$ cat src/rtl/iter_mul_unit.sv
// iter_mul_unit: multi-cycle shift-add multiplier retiring STEP multiplier bits per cycle,
// covering MUL/MULH/MULHSU/MULHU by sign-magnitude correction. Option: MULT_ZERO_BYPASS_EN.
module iter_mul_unit #(
  parameter int unsigned WIDTH = 64,
  parameter int unsigned STEP  = 4
) (
  input  logic               clk,
  input  logic               reset,
  input  logic               in_valid,
  output logic               in_ready,
  input  logic [1:0]         op,
  input  logic [WIDTH-1:0]   a,
  input  logic [WIDTH-1:0]   b,
  input  logic               flush,
  output logic               out_valid,
  input  logic               out_ready,
  output logic [WIDTH-1:0]   result,
  output logic [2*WIDTH-1:0] product
);
  localparam int unsigned K      = WIDTH / STEP;
  localparam int unsigned CW     = $clog2(K + 1);
  localparam logic [1:0]  OP_MUL = 2'b00;

  typedef enum logic [1:0] {IDLE, BUSY, FIX, DONE} state_t;

  state_t             state, state_nxt;
  logic [1:0]         op_q;
  logic               neg_q;
  logic [WIDTH-1:0]   bmag_q;
  logic [2*WIDTH-1:0] acc_q;
  logic [CW-1:0]      cnt_q;
  logic [2*WIDTH-1:0] product_q;
  logic [WIDTH-1:0]   result_q;

  logic               a_neg, b_neg, accept, zero_op;
  logic [WIDTH-1:0]   amag, bmag;
  logic [WIDTH+STEP-1:0] pp, psum;
  logic [2*WIDTH-1:0] acc_step, mag_fix;

  assign in_ready  = (state == IDLE) && !flush;
  assign accept    = in_valid && in_ready;
  assign out_valid = (state == DONE);
  assign product   = product_q;
  assign result    = result_q;

  // a is signed for every op but MULHU; b only for MUL/MULH
  always_comb begin
    a_neg = (op != 2'b11) && a[WIDTH-1];
    b_neg = !op[1] && b[WIDTH-1];
    amag  = a_neg ? ('0 - a) : a;
    bmag  = b_neg ? ('0 - b) : b;
  end

`ifdef MULT_ZERO_BYPASS_EN
  assign zero_op = (amag == '0) || (bmag == '0);
`else
  assign zero_op = 1'b0;
`endif

  // Upper half accumulates |b| * digit with STEP bits of headroom, then the whole
  // accumulator shifts right by STEP, consuming the low multiplier digit.
  always_comb begin
    pp = '0;
    for (int unsigned i = 0; i < STEP; i++) begin
      if (acc_q[i]) pp = pp + ((WIDTH+STEP)'(bmag_q) << i);
    end
    psum     = (WIDTH+STEP)'(acc_q[2*WIDTH-1:WIDTH]) + pp;
    acc_step = (2*WIDTH)'({psum, acc_q[WIDTH-1:0]} >> STEP);
    mag_fix  = neg_q ? ('0 - acc_q) : acc_q;
  end

  always_comb begin
    state_nxt = state;
    case (state)
      IDLE:    if (accept) state_nxt = zero_op ? DONE : BUSY;
      BUSY:    if (cnt_q == CW'(1)) state_nxt = FIX;
      FIX:     state_nxt = DONE;
      DONE:    if (out_ready) state_nxt = IDLE;
      default: state_nxt = IDLE;
    endcase
    if (flush) state_nxt = IDLE;
  end

  always_ff @(posedge clk or posedge reset) begin
    if (reset) state <= IDLE;
    else       state <= state_nxt;
  end

  always_ff @(posedge clk or posedge reset) begin
    if (reset) begin
      op_q      <= '0;
      neg_q     <= 1'b0;
      bmag_q    <= '0;
      acc_q     <= '0;
      cnt_q     <= '0;
      product_q <= '0;
      result_q  <= '0;
    end else begin
      case (state)
        IDLE: begin
          if (accept) begin
            op_q   <= op;
            neg_q  <= a_neg ^ b_neg;
            bmag_q <= bmag;
            acc_q  <= {{WIDTH{1'b0}}, amag};
            cnt_q  <= CW'(K);
            if (zero_op) begin
              product_q <= '0;
              result_q  <= '0;
            end
          end
        end
        BUSY: begin
          acc_q <= acc_step;
          cnt_q <= cnt_q - CW'(1);
        end
        FIX: begin
          if (!flush) begin
            product_q <= mag_fix;
            result_q  <= (op_q == OP_MUL) ? mag_fix[WIDTH-1:0] : mag_fix[2*WIDTH-1:WIDTH];
          end
        end
        default: ;
      endcase
    end
  end
endmodule
$ cat config.mk
export PLATFORM = sky130hd
export DESIGN_NAME = iter_mul_unit
export DESIGN_NICKNAME = d
export VERILOG_FILES = /design/src/rtl/iter_mul_unit.sv
export SDC_FILE = /design/constraint.sdc
export NUM_CORES = 2
export LEC_CHECK = 0
export CORE_UTILIZATION = 60
export DETAILED_ROUTE_END_ITERATION = 7
export PLACE_DENSITY_LB_ADDON = 0.1
export SKIP_LAST_GASP = 1
export SYNTH_ARGS = -nofsm -noshare
export SYNTH_HDL_FRONTEND = slang
export SYNTH_SLANG_ARGS = --single-unit
$ cat constraint.sdc
create_clock -name clk -period 15.7 [get_ports clk]
set_input_delay 2.355 -clock clk [delete_from_list [all_inputs] [get_ports clk]]
set_output_delay 2.355 -clock clk [all_outputs]
set_load 0.005 [all_outputs]
==> flow_summary.yaml <==
global_route:
  grt_pass1_vias: 35300
  grt_pass1_wl_um: 194000
  grt_use_total_pct: 36.4
  grt_max_degree: 243
  gr-total-overflow: 0
  antenna_found_initial: 2
timing:
  skew_ns: 0.0114
  rsz0062_at_grt: "no"
  fmax_ghz: 0.0855
  worst_pin_slew_ns: 1.21
  setup_viol: 0
  fin_ws_ns: 4.01
  slew_viol_final: 0
  fin_crit_sh_pct: 74.5
  fin_crit_ns: 11.69
  finalHoldViolCount: 0
  setup_tns_ns: 0
  maxSlewHeadroom_pct: 19.1
layout:
  final_cell_area_um2: 43800
  num-fill-cells: 5370
  finish.utilization_pct: 69.0
  areaGrowthSynthToFinish_pct: 12.8
  insertedDiodeCount: 0
  post_route_cells_drive_above_1_share_pct: 5.47
  nets: 5558
place:
  gp_congestion: 0.979
  placed_cell_area_um2: 42300
  port_buffers: 328
  preCtsSetupSlack_ns: 4.29
  dp_hpwl_um: 94900
setup_path:
  crit_required_ns: 16.17
  critPathMaxStageDelay_ns: 0.59
  criticalPathCategory: "register to register"
  cp_max_fo: 13
  cp_common_cell: "a21oi_1"
  critPathLaunchType: "register"
  cp-end-kind: "register"
  reg2reg_depth: 48
  arrival_ns: 12.16
  cp_slowest_cell: "o41ai_2"
clocking:
  path_clk_slew_ns: 0.06
  cts_buffers: 44
  clock_sinks: 394
  cts.path.max_buffers: 3
  clock-root-buffer: "clkbuf_16"
  cts_hold_buf: 0
  cts_tree: "done"
  cts_setup_buffers: 0
  htreeDepth: 2
  ctsResizeCount: 0
  clkLatencyLatePin_ns: 0.60
route:
  wirelength_um: 123000
  routed-via-count: 38300
  drtIter0Drc: 3739
  ant_nets: 0
  post-route-drc-count: 0
  first_pass_iters: 7
  via_per_inst: 6.34
  wl_per_cell_um: 20.4
yosys:
  synth_area_um2: 38800
  synth_edf_count: 0
  async_reset_ff_share_pct: 100
  synth_ff_type: "dfrtp_1"
  synth_fp_nets: 5440
  syn_inst: 5041
  synth_cell_types: 102
  ys_seq_area_share_pct: 25.4
  synth-warning-count: 0
  synth_area_per_cell_um2: 7.70
  ys_ff_latch: 394
die:
  row_count: 92
  core_um2: 63400
  start_util_pct: 61.2
  dieArea_um2: 65700
  ios: 329
  die_y_um: 256
  chipWidth_um: 256
worst_hold_path:
  min_path_type: "register to register"
  whs_path_depth: 2
flow_run:
  cap_violations: 0
run_status:
  status: "finished clean"
critical path: cells and delay by family, from the launching register on:
kind,cells,cell delay [ns]
AOI/OAI and AO/OA,26,6.03
and+or+nand+nor,12,2.07
adders and majority gates,5,1.87
buffers and inverters,1,0.49
DFF,1,0.40
xor gates and xnor gates,3,0.40
muxes,1,0.30
kinds of logic (layout without fill, tap and decap cells):
group,after synthesis,count (layout),synth area share (%)
compound gates,1673,1673,26.2
xor+xnor,500,500,11.3
flops,394,394,25.4
buf+inv,428,575,4.21
fa+ha+maj,267,267,8.67
mux,154,154,4.32
simple gates,1625,1625,19.9
sequential cells by signal, summed over array words and instances, names as in the netlist:
name,flops
state,2
acc_q,128
cnt_q,5
neg_q,1
bmag_q,64
op_q,2
product,128
result,64
stage by stage:
stage | cells | hold WS (ns)
floorplan | 5041 | 0.463
global placement | 5959 | 0.450
detailed placement | 5959 | 0.464
CTS | 6034 | 0.482
global route | 6034 | 0.492
finish | 6034 | 0.478
per-layer routing:
layer	part of all wire, %	wire length (um)	vias up	global-route usage [%]
li1	-	-	18400	-
met1	44	54400	18000	51.1
met2	44	54700	1613	57.5
met3	7.2	8860	285	3.95
met4	4.1	5080	4	13.9
met5	0.019	24	-	0
placed cells by master (no fill, tap or decap), types with 71 or more instances in the layout:
cell type and n:
clkdlybuf4s50_1 328, o31ai_1 71, inv_1 144, ha_1 259, xnor2_1 245, a21o_1 134, mux2_2 103, a21oi_1 491
dfrtp_1 389, nor3_1 83, o21ai_0 580, nand2_1 687, nand3_1 87, xor2_1 255, nor2_1 347
cell type report:
type | count | area [um2] | share of cell area (%)
timing repair buffer | 354 | 3500 | 8.00
clock inverter | 10 | 115 | 0.263
tap | 846 | 1060 | 2.42
sequential | 394 | 9870 | 22.5
clock buffer | 65 | 1320 | 3.02
multi-input combinational | 4219 | 27400 | 62.5
inverter | 146 | 556 | 1.27
final timing paths:
check | startpoint | to | slack, ns
max | acc_q[0] | acc_q[127] | 4.01
min | product[114] | product[114] | 0.48
max reg2reg | acc_q[0] | acc_q[127] | 4.01
min reg2reg | product[114] | product[114] | 0.48
max in group asynchronous | reset | bmag_q[63] | 11.55
min in group asynchronous | reset | result[12] | 2.22
cells in the mapped netlist (49+ instances only):
master	number	area, um2
a21oi_1	491	2460
nand2_1	688	2580
ha_1	260	3250
o31ai_1	71	533
xnor2_1	245	2150
clkbuf_1	238	893
nor2_1	348	1310
o21ai_0	580	2900
mux2_2	103	1160
mux2i_1	50	500
a21o_1	134	1010
xor2_1	255	2230
and2_1	49	307
nand3_1	87	435
nand4_1	63	394
nor3_1	83	415
inv_1	145	544
dfrtp_1	394	9860
Power is not shown: default switching activity piles up to over one toggle a cycle in this logic, so the estimate is an artifact.
